File: config.mk
export PLATFORM = sky130hd
export DESIGN_NAME = prs_prog_loader
export DESIGN_NICKNAME = d
export VERILOG_FILES = /design/src/rtl/prs_pkg.sv /design/src/rtl/prs_prog_loader.sv
export SDC_FILE = /design/constraint.sdc
export NUM_CORES = 1
export LEC_CHECK = 0
export CORE_ASPECT_RATIO = 0.5
export CORE_MARGIN = 2
export CORE_UTILIZATION = 35
export CTS_BUF_LIST = sky130_fd_sc_hd__clkbuf_16
export CTS_CLUSTER_SIZE = 10
export DETAILED_ROUTE_END_ITERATION = 7
export PLACE_DENSITY = 0.61
export REMOVE_ABC_BUFFERS = 1
export SYNTH_ARGS = -nofsm -noshare
export SYNTH_HDL_FRONTEND = slang
export SYNTH_SLANG_ARGS = --single-unit
File: constraint.sdc
create_clock -name clk -period 3 [get_ports clk]
set_clock_uncertainty 0.1 [all_clocks]
set_input_delay 0.45 -clock clk [delete_from_list [all_inputs] [get_ports clk]]
set_output_delay 0.45 -clock clk [all_outputs]
set_load 0.01 [all_outputs]
File: src/rtl/prs_pkg.sv
// Shared constants and state enumeration for the program loader.
package prs_pkg;
  localparam int PRS_MEM_DEPTH = 16;
  localparam int PRS_ADDR_W    = 4;
  localparam int PRS_CNT_W     = PRS_ADDR_W + 1;

  typedef enum logic [2:0] {
    ST_IDLE,
    ST_LEN,
    ST_DATA,
    ST_CHK,
    ST_FILL,
    ST_RUN,
    ST_ERR
  } prs_state_e;
endpackage

File: src/rtl/prs_prog_loader.sv
// Byte-stream program loader for a 16-byte CPU RAM: length, data, optional XOR
// checksum (PRS_LOADER_CHECKSUM_EN), zero fill of the tail, then CPU release.
module prs_prog_loader
  import prs_pkg::*;
(
  input  logic                  clk,
  input  logic                  rst_n,
  input  logic                  load_req,
  input  logic [7:0]            byte_in,
  input  logic                  byte_valid,
  output logic                  byte_ready,
  output logic                  mem_we,
  output logic [PRS_ADDR_W-1:0] mem_addr,
  output logic [7:0]            mem_wdata,
  output logic                  cpu_run,
  output logic                  done,
  output logic                  err
);
  localparam logic [PRS_CNT_W-1:0] CNT_FULL = PRS_CNT_W'(PRS_MEM_DEPTH);
  localparam logic [PRS_CNT_W-1:0] CNT_LAST = PRS_CNT_W'(PRS_MEM_DEPTH - 1);

  prs_state_e            state_q, state_d;
  logic [PRS_CNT_W-1:0]  cnt_q, cnt_d;
  logic [PRS_CNT_W-1:0]  len_q, len_d;
`ifdef PRS_LOADER_CHECKSUM_EN
  logic [7:0]            csum_q, csum_d;
`endif
  logic                  byte_ready_q, byte_ready_d;
  logic                  mem_we_q, mem_we_d;
  logic [PRS_ADDR_W-1:0] mem_addr_q, mem_addr_d;
  logic [7:0]            mem_wdata_q, mem_wdata_d;
  logic                  cpu_run_q, cpu_run_d;
  logic                  done_q, done_d;
  logic                  err_q, err_d;
  logic                  accept;

  assign accept = byte_valid & byte_ready_q;

  always_ff @(posedge clk or negedge rst_n) begin
    if (!rst_n) begin
      state_q      <= ST_IDLE;
      cnt_q        <= '0;
      len_q        <= '0;
`ifdef PRS_LOADER_CHECKSUM_EN
      csum_q       <= '0;
`endif
      byte_ready_q <= 1'b0;
      mem_we_q     <= 1'b0;
      mem_addr_q   <= '0;
      mem_wdata_q  <= '0;
      cpu_run_q    <= 1'b0;
      done_q       <= 1'b0;
      err_q        <= 1'b0;
    end else begin
      state_q      <= state_d;
      cnt_q        <= cnt_d;
      len_q        <= len_d;
`ifdef PRS_LOADER_CHECKSUM_EN
      csum_q       <= csum_d;
`endif
      byte_ready_q <= byte_ready_d;
      mem_we_q     <= mem_we_d;
      mem_addr_q   <= mem_addr_d;
      mem_wdata_q  <= mem_wdata_d;
      cpu_run_q    <= cpu_run_d;
      done_q       <= done_d;
      err_q        <= err_d;
    end
  end

  always_comb begin
    state_d     = state_q;
    cnt_d       = cnt_q;
    len_d       = len_q;
`ifdef PRS_LOADER_CHECKSUM_EN
    csum_d      = csum_q;
`endif
    mem_we_d    = 1'b0;
    mem_addr_d  = mem_addr_q;
    mem_wdata_d = mem_wdata_q;

    // A restart overrides everything, including a byte accepted this cycle.
    if (load_req) begin
      state_d = ST_LEN;
    end else begin
      case (state_q)
        ST_LEN: begin
          if (accept) begin
            if (byte_in == 8'd0 || byte_in > 8'(PRS_MEM_DEPTH)) begin
              state_d = ST_ERR;
            end else begin
              len_d   = byte_in[PRS_CNT_W-1:0];
              cnt_d   = '0;
`ifdef PRS_LOADER_CHECKSUM_EN
              csum_d  = '0;
`endif
              state_d = ST_DATA;
            end
          end
        end
        ST_DATA: begin
          if (accept) begin
            mem_we_d    = 1'b1;
            mem_addr_d  = cnt_q[PRS_ADDR_W-1:0];
            mem_wdata_d = byte_in;
            cnt_d       = cnt_q + 1'b1;
`ifdef PRS_LOADER_CHECKSUM_EN
            csum_d      = csum_q ^ byte_in;
            if (cnt_d == len_q) state_d = ST_CHK;
`else
            if (cnt_d == len_q) state_d = (cnt_d == CNT_FULL) ? ST_RUN : ST_FILL;
`endif
          end
        end
`ifdef PRS_LOADER_CHECKSUM_EN
        ST_CHK: begin
          if (accept) begin
            if (byte_in != csum_q) state_d = ST_ERR;
            else                   state_d = (cnt_q == CNT_FULL) ? ST_RUN : ST_FILL;
          end
        end
`endif
        ST_FILL: begin
          mem_we_d    = 1'b1;
          mem_addr_d  = cnt_q[PRS_ADDR_W-1:0];
          mem_wdata_d = 8'h00;
          cnt_d       = cnt_q + 1'b1;
          if (cnt_q == CNT_LAST) state_d = ST_RUN;
        end
        ST_IDLE, ST_RUN, ST_ERR: ;
        default: state_d = ST_IDLE;
      endcase
    end

    // Status outputs are registered from the next state so they line up with it.
    byte_ready_d = (state_d == ST_LEN) || (state_d == ST_DATA) || (state_d == ST_CHK);
    cpu_run_d    = (state_d == ST_RUN);
    done_d       = (state_d == ST_RUN);
    err_d        = (state_d == ST_ERR);
  end

  assign byte_ready = byte_ready_q;
  assign mem_we     = mem_we_q;
  assign mem_addr   = mem_addr_q;
  assign mem_wdata  = mem_wdata_q;
  assign cpu_run    = cpu_run_q;
  assign done       = done_q;
  assign err        = err_q;
endmodule

== Yosys cells after proc, flatten, opt, wreduce, memory -nomap -nowiden ==
Index checks and enable logic that the tools add are counted.
Widths: inputs -> output; s select.
Storage, ports and cells
  bits in registers: 29
  logic and storage cells: 60
Operators by class
  add/subtract/negate cells: 1
  eq/ne operators: 16
  bitwise gates (word level): 3
  order comparisons: 1
  reduce and logical (&&, ||, !) cells: 11
  mux-type cells: 19
Operators with widths (number)
  $mux 3: 6
  $pmux 8 s2: 1
  $eq 3x3->1 const B: 5
  $mux 5: 3
  $pmux 5 s3: 1
  $pmux 3 s4: 1
  $eq 3x2->1 const B: 3
  $gt 8x5->1 const B: 1
  $logic_not 8->1: 1
  $mux 8: 1
  $pmux 4 s2: 1
  $eq 3x1->1 const B: 2
  $ne 2x2->1 const B: 3
  $add 5x1->5 const B: 1
  $eq 5x4->1 const B: 1
  $eq 5x5->1: 1
  $eq 5x5->1 const B: 1
  $reduce_and 5->1: 1
  $mux 4: 1
  $reduce_and 4->1: 1
  $logic_not 3->1: 1
  $logic_or 1x1->1: 3
  $mux 1: 3
  $reduce_and 3->1: 1
  6 further kinds: 7

== Logic depth before layout (Yosys ltp) ==
Gate-level depths: netlist (run 1).
  depth after elaboration: 10
  depth in mapped cells: 8

== Least setup slack after synthesis (run 1) ==
OpenSTA, ideal clock, no wires.
  path type: reg2reg
  start point: register cnt_q[0]
  end point: register done_q, in the netlist done
  slack: 800 ps
  stages on the path, launching flop included: 9
  data required time: 2781 ps
  clock period less this slack: 2200 ps
  buffers on the path: 0
  arrival time: 1981 ps
  cells stage by stage: dfrtp_1 -> ha_1 -> and3_1 -> ha_1 -> xnor2_1 -> nor3_1 -> and4_4 -> o31a_1 -> and2_1
RTL lines
  start, declared: RTL line prs_prog_loader.sv:23  | logic [PRS_CNT_W-1:0] cnt_q, cnt_d;
  start signal, assigned: RTL line prs_prog_loader.sv:56  | cnt_q <= cnt_d;
  $add 5x1->5: RTL line prs_prog_loader.sv:106  | cnt_d = cnt_q + 1'b1;
  $eq 5x5->1: RTL line prs_prog_loader.sv:111  | if (cnt_d == len_q) state_d = (cnt_d == CNT_FULL) ? ST_RUN : ST_FILL;
  $mux 3: RTL line prs_prog_loader.sv:111
  $mux 3: RTL line prs_prog_loader.sv:102  | if (accept) begin
  $pmux 3 s4 (*): RTL line prs_prog_loader.sv:86  | case (state_q)
  $mux 3 (*): RTL line prs_prog_loader.sv:83  | if (load_req) begin
  via state_d[2]: RTL line prs_prog_loader.sv:22  | prs_state_e state_q, state_d;
  $eq 3x3->1 (*)
  via cpu_run_d: RTL line prs_prog_loader.sv:32  | logic cpu_run_q, cpu_run_d;
  end signal, assigned: RTL line prs_prog_loader.sv:66  | done_q <= done_d;
  end, declared: RTL line prs_prog_loader.sv:33  | logic done_q, done_d;
The timed path passes the listed nets; every way through them passes the cells marked *.
A chain may end at the register's enable or synchronous reset.

== Final worst setup path (run 1) ==
Same ends and word-level chain as after synthesis.

==> flow_summary.yaml, run 1 <==
run_status:
  status: "completed"
yosys:
  post_synth.cell_area_avg_sq_um: 11.12
  synth.top_cell.area_share_pct: 52.21
  syn_area_sq_mm: 0.001390
  synth-main-ff-cell: "dfrtp_1"
  yosys.area.top_type: "dfrtp_1"
  syn_inst: 125
  yosys.cell_count.top_type: "dfrtp_1"
  ys_ff_latch: 29
  synth_area_leaders: "dfrtp_1, mux2_2, nand2_1"
  synth_cell_type_count: 39
  synthTopCellsByCount: "dfrtp_1, nand2_1, mux2_2"
  async_flop_share_pct: 100.0
  synth-edff-count: 0
  seq_area_frac_synth_pct: 52.21
  yosysWarningCount: 0
power_and_ir_drop:
  p_int_uw: 1073
  p_leak_uw: 0.0008421
  clkPwrFrac_pct: 30.0
  p_seq_share_pct: 39.2
  power.switching_uw: 465.1
  swShare_pct: 30.24
  p_per_area_mw_per_mm2: 826.3
  ir_drop_uv: 381.3
  pwr-share-comb_pct: 30.9
clock_tree:
  h-tree-depth: 2
  cts_tree: "yes"
  cts_num_sinks: 29
  postCtsSetupBuffers: 0
  clk_path_buf_depth: 2
  postCtsHoldBufs: 0
  clk_pin_slew_worst_paths_ps: 50
  clock_latency_ps: 270
  ctsRootBufferMaster: "clkbuf_16"
  cts-buffers-inserted: 5
  cts_resized: 0
global_routing:
  grt_pass1_vias: 1005
  antenna_found_initial: 0
  grtUsageTotal_pct: 14.13
  grt_pass1_wl_um: 4836
  grt_max_degree: 30
  overflow: 0
detailed_routing:
  finalWirelength_um: 2806
  vias_per_cell: 4.793
  dr.first_iter.drc_count: 52
  drcViolationCount: 0
  vias: 1021
  wl_per_cell_um: 13.17
  drtAntennaViolNets: 0
  dr.pass1.iters: 4
timing:
  worst_slew_pin_slew_ps: 369.7
  finalCritPeriodShare_pct: 78.64
  setup_viol: 0
  max_freq_mhz: 423.9
  slew_violations: 0
  hold_viol: 0
  maxSlewHeadroom_pct: 75.35
  min_period_ps: 2359
  fin_tns_setup_ps: 0
  rsz0062_at_grt: "no"
place:
  dp_hpwl_um: 2041
  io_buffers: 28
  dp.cells: 205
  place.gp.congestion: 0.8932
flow_run:
  drv_cap: 0
setup_path:
  cp_data_required_time_ps: 3060
  start_kind: "flop"
  critPathArrivalTime_ps: 2420
  path_max_fanout: 6
  worstSetupEndpointType: "flop"
  crit_type: "reg -> reg"
floorplan:
  die_w_um: 93.13
  dieHeight_um: 48.57
  core_area_sq_mm: 0.003864
  ios: 29
  die-area_sq_mm: 0.004523
  initial_utilization_pct: 35.98
  num_rows: 16
final_layout:
  antenna_cells: 0
  fin_cells: 213
  fin_util_pct: 48.19
  multi_input_area_sq_um: 628.1
  fillCellCount: 354
  ff_latch_area_sq_um: 725.7
  drive_gt1_share_pct: 13.21
  syn2layout_area_growth_pct: 33.93
  final_nets: 173
worst_hold_path:
  hold_path.class: "reg -> reg"
-- layout make-up --
cell class	instances	share of cell area, %
Sequential cell	29	38.98
Multi-Input combinational cell	90	33.74
Timing Repair Buffer	30	15.86
Clock buffer	5	6.720
Tap cell	54	3.629
Clock inverter	3	0.6720
Inverter	2	0.4032
-- worst paths after layout --
kind	depth (start not counted)	start	to	slack, ps
max reg2reg	8	cnt_q[0]	done	640
max in group asynchronous	2	rst_n	state_q[1]	2070
max	8	cnt_q[0]	done	640
min reg2reg	2	mem_wdata[5]	mem_wdata[5]	380
min in group asynchronous	2	rst_n	mem_wdata[3]	460
min	2	mem_wdata[5]	mem_wdata[5]	380
-- power groups by stage --
| stage | Combinational (uW) | Clock (uW) | Sequential (uW) |
|---|---|---|---|
| 2_1_floorplan | 223 | 0 | 623 |
| 3_3_place_gp | 478 | 0 | 605 |
| 3_5_place_dp | 477 | 0 | 607 |
| 4_1_cts | 480 | 470 | 604 |
| 5_1_grt | 526 | 489 | 620 |
| 6_report | 475 | 461 | 603 |
-- per-layer routing --
| layer | track usage [%] | routed length, um | vias up |
|---|---|---|---|
| li1 | - | - | 509 |
| met1 | 19.32 | 1394 | 483 |
| met2 | 20.29 | 1217 | 25 |
| met3 | 4.206 | 137 | 4 |
| met4 | 7.353 | 57 | 0 |
| met5 | 0 | 0 | - |
-- sequential cells by signal, summed over array words and instances, names as in the netlist --
signal and count:
len_q 5, byte_ready 1, mem_we 1, mem_wdata 8
err 1, state_q 3, mem_addr 4, cnt_q 5
done 1
-- worst max-delay path, stage by stage, from the launching register on --
cell and delay (ps):
dfrtp_1 460, ha_1 300, and3_1 170, ha_1 310, xnor2_1 220, nor3_1 80, and4_4 190, o31a_1 260
and2_1 160
-- kinds of logic (layout without fill, tap and decap cells) --
family | Yosys count | count (layout) | share of synthesized area (%)
AOI/OAI and AO/OA | 19 | 19 | 9.002
and+or+nand+nor | 49 | 49 | 18.99
muxes | 11 | 11 | 8.911
buffers and inverters | 6 | 40 | 2.611
adders and majority gates | 3 | 3 | 2.701
xor gates and xnor gates | 8 | 8 | 5.581
DFF | 29 | 29 | 52.21
-- through the flow --
stage | worst slack, ps | area [sq um] | power (uW) | hold slack, ps
2_1_floorplan | 800.4 | 1361 | 846.7 | 54.41
3_3_place_gp | 641.9 | 1724 | 1083 | 362.5
3_5_place_dp | 634.4 | 1724 | 1085 | 373.8
4_1_cts | 634.6 | 1862 | 1554 | 385.1
5_1_grt | 503.3 | 1862 | 1635 | 410.7
6_report | 640.7 | 1862 | 1538 | 377.6
-- layout by cell type, fill, tap and decap left out, types with 2 or more instances in the layout --
cell,n
dfrtp_1,29
clkdlybuf4s50_1,28
nand2_1,20
mux2_2,9
o21ai_0,8
xnor2_1,5
nor2_1,5
clkbuf_16,5
nor2b_1,4
nor3_1,3
ha_1,3
inv_1,2
xor2_1,2
nor4_1,2
nor4b_1,2
a31oi_1,2
o2bb2ai_1,2
nor3b_1,2
mux2_1,2
clkinv_1,2
buf_4,2
Note: power is estimated with default switching activity, not from simulation.
==> run 2: changes to the inputs <==
Settings changed: PLACE_DENSITY 0.61 to 0.64.
Clock period 3 ns to 2 ns, I/O delays scaled along.
==> flow_summary.yaml, run 2 (synthesis results as in run 1) <==
timing:
  fin_tns_setup_ps: -79.12
  hold_viol: 0
  worst_slew_pin_slew_ps: 359.9
  max_freq_mhz: 490.7
  rsz0062_at_grt: "yes"
  maxSlewHeadroom_pct: 76.01
  setup_viol: 3
  layout_setup_ws_ps: -37.76
  min_period_ps: 2038
  slew_violations: 0
  finalCritPeriodShare_pct: 101.9
global_routing:
  grtUsageTotal_pct: 13.51
  grt_pass1_vias: 1096
  grt_max_degree: 30
  overflow: 0
  grt_pass1_wl_um: 4788
  antenna_found_initial: 0
clock_tree:
  cts_tree: "yes"
  cts_num_sinks: 29
  clk_pin_slew_worst_paths_ps: 50
  clk_path_buf_depth: 2
  clock_latency_ps: 260
  cts-buffers-inserted: 5
  h-tree-depth: 2
  ctsRootBufferMaster: "clkbuf_16"
detailed_routing:
  vias_per_cell: 4.736
  finalWirelength_um: 2926
  dr.pass1.iters: 4
  vias: 1094
  wl_per_cell_um: 12.67
  dr.first_iter.drc_count: 42
  drcViolationCount: 0
  drtAntennaViolNets: 0
place:
  dp.cells: 223
  place.gp.congestion: 0.9171
  dp_hpwl_um: 2180
  dpl_cell_area_sq_mm: 0.001872
  io_buffers: 28
setup_path:
  path_cells: "ha_2 -> and3_4 -> ha_4 -> xnor2_2 -> nor3_1 -> and4_4 -> o31a_1 -> and2_1"
  critPathArrivalTime_ps: 2090
  start_kind: "flop"
  path_buf_inv: 0
  path_max_fanout: 3
  cp_data_required_time_ps: 2050
  critPathMaxStageDelay_ps: 380
  crit_type: "reg -> reg"
  crit_path_top_delay_cell: "dfrtp_1"
  path_delay_family: "simple AND/OR/NAND/NOR gates"
  worstSetupEndpointType: "flop"
floorplan:
  initial_utilization_pct: 35.98
  ios: 29
  die_w_um: 93.13
  num_rows: 16
  dieHeight_um: 48.57
  die-area_sq_mm: 0.004523
  core_area_sq_mm: 0.003864
run_status:
  violations: "negative setup slack"
  status: "finished with violations"
final_layout:
  layout_commonest_cell: "dfrtp_1"
  antenna_cells: 0
  syn2layout_area_growth_pct: 48.87
  final_nets: 192
  drive_gt1_share_pct: 25.99
  final_cell_mix: "dfrtp_1, clkdlybuf4s50_1, nand2_1, buf_4, mux2_2"
  fin_util_pct: 53.56
  largest_register_ffs: 8
  final_area_sq_mm: 0.002069
  fin_cells: 231
power_and_ir_drop:
  p_per_area_mw_per_mm2: 1177
  power_uw: 2437
  ir_drop_uv: 468.9
  p_leak_uw: 0.0009464
flow_run:
  drv_cap: 0
worst_hold_path:
  hold_path.class: "in -> async"
==> run 2: what timing repair did <==
action	in CTS	in global routing
pin swaps	1	1
setup endpoints to repair	6	9
buffers inserted	0	1
endpoints found under the hold margin	0	0
hold buffers	0	0
gates resized for setup	6	2
==> run 2: final cells by class <==
type / count / area [sq um]
fill: 322 / 1794
tap: 54 / 67.56
multi-input combinational: 90 / 685.7
timing repair buffer: 49 / 450.4
sequential: 29 / 725.7
clock inverter: 2 / 7.507
inverter: 2 / 7.507
clock buffer: 5 / 125.1
==> run 2: power by group <==
group	internal [uW]	leakage (uW)	switching [uW]
registers	759	0.000382	116
clock network	442	0.0000685	225
logic	507	0.000496	388
==> run 2: worst reg2reg max path, cell delays in order, from the launching register on <==
cell and delay [ps]:
dfrtp_1 380, ha_2 200, and3_4 160, ha_4 280, xnor2_2 120, nor3_1 70
and4_4 190, o31a_1 270, and2_1 160
==> run 2: final timing paths <==
kind | startpoint | to | slack (ps) | cells after the start
worst max register to register | cnt_q[0] | done | -40 | 8
worst min-delay path | rst_n | mem_addr[0] | 330 | 2
worst min register to register | mem_wdata[3] | mem_wdata[3] | 380 | 2
worst max-delay path | cnt_q[0] | done | -40 | 8
max in group asynchronous | rst_n | cnt_q[4] | 1200 | 2
min in group clk | mem_wdata[3] | mem_wdata[3] | 380 | 2
==> run 2: through the flow <==
| step | setup WS [ps] | hold WS [ps] |
|---|---|---|
| floorplan | -199.6 | -95.59 |
| global placement | -180.0 | 364.6 |
| finish | -37.76 | 331.8 |
| global route | -95.74 | 374.1 |
| detailed placement | -196.1 | 375.4 |
| CTS | -29.57 | 352.8 |
==> run 2: metal layers <==
| metal | GRT usage, % | part of all wire (%) | wire [um] |
|---|---|---|---|
| met3 | 3.894 | 2.9 | 84 |
| met2 | 20.05 | 42 | 1230 |
| met4 | 3.676 | 0.75 | 22 |
| met1 | 19.42 | 54 | 1589 |
| met5 | 0 | 0 | 0 |
==> run 3: changes to the inputs <==
Settings changed: MAX_ROUTING_LAYER set to met4, REMOVE_ABC_BUFFERS 1 to not set.
==> flow_summary.yaml, run 3 (synthesis results as in run 1) <==
run_status:
  status: "finished with violations"
  violations: "negative setup slack"
global_routing:
  grt_max_degree: 30
  overflow: 0
  antenna_found_initial: 0
  grtUsageTotal_pct: 15.50
  grt_pass1_wl_um: 5161
  grt_pass1_vias: 1080
timing:
  min_period_ps: 2040
  rsz0062_at_grt: "yes"
  max_freq_mhz: 490.3
  finalCritPeriodShare_pct: 102.0
  maxSlewHeadroom_pct: 75.66
  layout_setup_ws_ps: -39.77
  hold_viol: 0
  setup_viol: 2
  slew_violations: 0
  worst_slew_pin_slew_ps: 365.1
clock_tree:
  clk_pin_slew_worst_paths_ps: 50
  clock_latency_ps: 270
  h-tree-depth: 2
  ctsRootBufferMaster: "clkbuf_16"
  cts_tree: "yes"
  cts-buffers-inserted: 5
  cts_num_sinks: 29
  clk_path_buf_depth: 2
  postCtsHoldBufs: 0
final_layout:
  multi_input_area_sq_um: 720.7
  antenna_cells: 0
  fin_util_pct: 53.63
  syn2layout_area_growth_pct: 49.06
  final_cell_mix: "dfrtp_1, clkdlybuf4s50_1, nand2_1"
  fillCellCount: 333
  largest_register_ffs: 8
  ff_latch_area_sq_um: 726.9
  drive_gt1_share_pct: 26.01
  final_area_sq_mm: 0.002072
  final_nets: 187
setup_path:
  crit_path_end: "done"
  path_cells: "ha_4 -> and3_4 -> ha_4 -> xnor2_4 -> nor3_2 -> and4_4 -> o31a_1 -> and2_1"
  critPathArrivalTime_ps: 2100
  crit_type: "reg -> reg"
  cp_data_required_time_ps: 2060
  worstSetupEndpointType: "flop"
  start_kind: "flop"
  r2r_end: "done"
  rr_worst_depth: 8
  crit_path_top_delay_cell: "dfrtp_1"
  startpoint: "cnt_q[1]"
  path_max_fanout: 3
  r2r_start: "cnt_q[1]"
  r2r_slack_ps: -40
  path_common_cell: "ha_4"
  critPathMaxStageDelay_ps: 420
floorplan:
  core_area_sq_mm: 0.003864
  num_rows: 16
  initial_utilization_pct: 35.98
  die-area_sq_mm: 0.004523
  dieHeight_um: 48.57
  ios: 29
  die_w_um: 93.13
detailed_routing:
  wl_met2_um: 1344
  drcViolationCount: 0
  finalWirelength_um: 3082
  drtAntennaViolNets: 0
  vias: 1078
  wl_per_cell_um: 13.58
  wl_met3_um: 102
  dr.first_iter.drc_count: 56
  dr.pass1.iters: 4
  wl_met1_um: 1578
  vias_per_cell: 4.749
  maxUsedRoutingLayer: "met4"
power_and_ir_drop:
  ir_drop_uv: 517.0
  p_leak_uw: 0.0009362
  p_per_area_mw_per_mm2: 1202
yosys:
  syn_nets: 140
flow_run:
  drv_cap: 0
worst_hold_path:
  hold_path.class: "in -> async"
place:
  place.gp.congestion: 0.9545
  io_buffers: 28
  dp_hpwl_um: 2269
  dpl_cell_area_sq_mm: 0.001873
run 3: final cells by class:
type | count | share of cell area [%]
clock buffers | 5 | 6.039
clock inverters | 3 | 0.5435
inverters | 2 | 0.3623
multi-input cells | 90 | 34.78
flip-flops and latches | 29 | 35.08
well taps | 54 | 3.261
repair buffers | 44 | 19.93
run 3: worst min-delay path by stage:
| stage | startpoint | endpoint | slack, ps | cells past startpoint |
|---|---|---|---|---|
| final | rst_n | mem_wdata[1] | 310 | 2 |
| after global routing | rst_n | len_q[3] | 380 | 2 |
| after floorplan | rst_n | byte_ready | -100 | 0 |
| after global placement | mem_wdata[0] | mem_wdata[0] | 360 | 2 |
| after CTS | rst_n | len_q[3] | 340 | 2 |
| after detailed placement | mem_wdata[0] | mem_wdata[0] | 380 | 2 |
run 3: layer usage:
layer	vias up	GRT usage [%]
li1	537	-
met1	515	21.90
met2	21	20.89
met3	5	3.738
met4	0	7.353
met5	-	-
run 3: worst max-delay path, delay by kind of cell, from the launching register on:
kind | cells | cell delay, ps
AND/OR/NAND/NOR | 4 | 540
adder cells (fa/ha/maj) | 2 | 480
flip-flops | 1 | 420
AO/OA/AOI/OAI | 1 | 260
XOR/XNOR | 1 | 130
run 3: where the power goes:
part           internal, uW  total, uW  switching, uW  leakage (uW)
clock                   445        686            240     0.0000738
sequential              761        900            139      0.000381
combinational           504        904            400      0.000482
total                  1710       2490            780      0.000936
run 3: per-stage QoR:
stage               hold slack (ps)  cells  total power (uW)  setup TNS [ps]  setup slack (ps)
floorplan                    -95.59    125              1302               0             15.04
global placement              363.9    218              1704           -1743            -193.4
detailed placement            379.9    218              1727           -1801            -193.7
CTS                           335.3    227              2450          -61.10            -43.44
global route                  382.1    227              2638          -197.9            -90.24
finish                        312.2    227              2491          -66.20            -39.77
run 3: what timing repair did:
item,in CTS,in global routing
buffers inserted,1,0
resized for setup,1,8
pin swaps,5,1
setup endpoints to repair,4,9
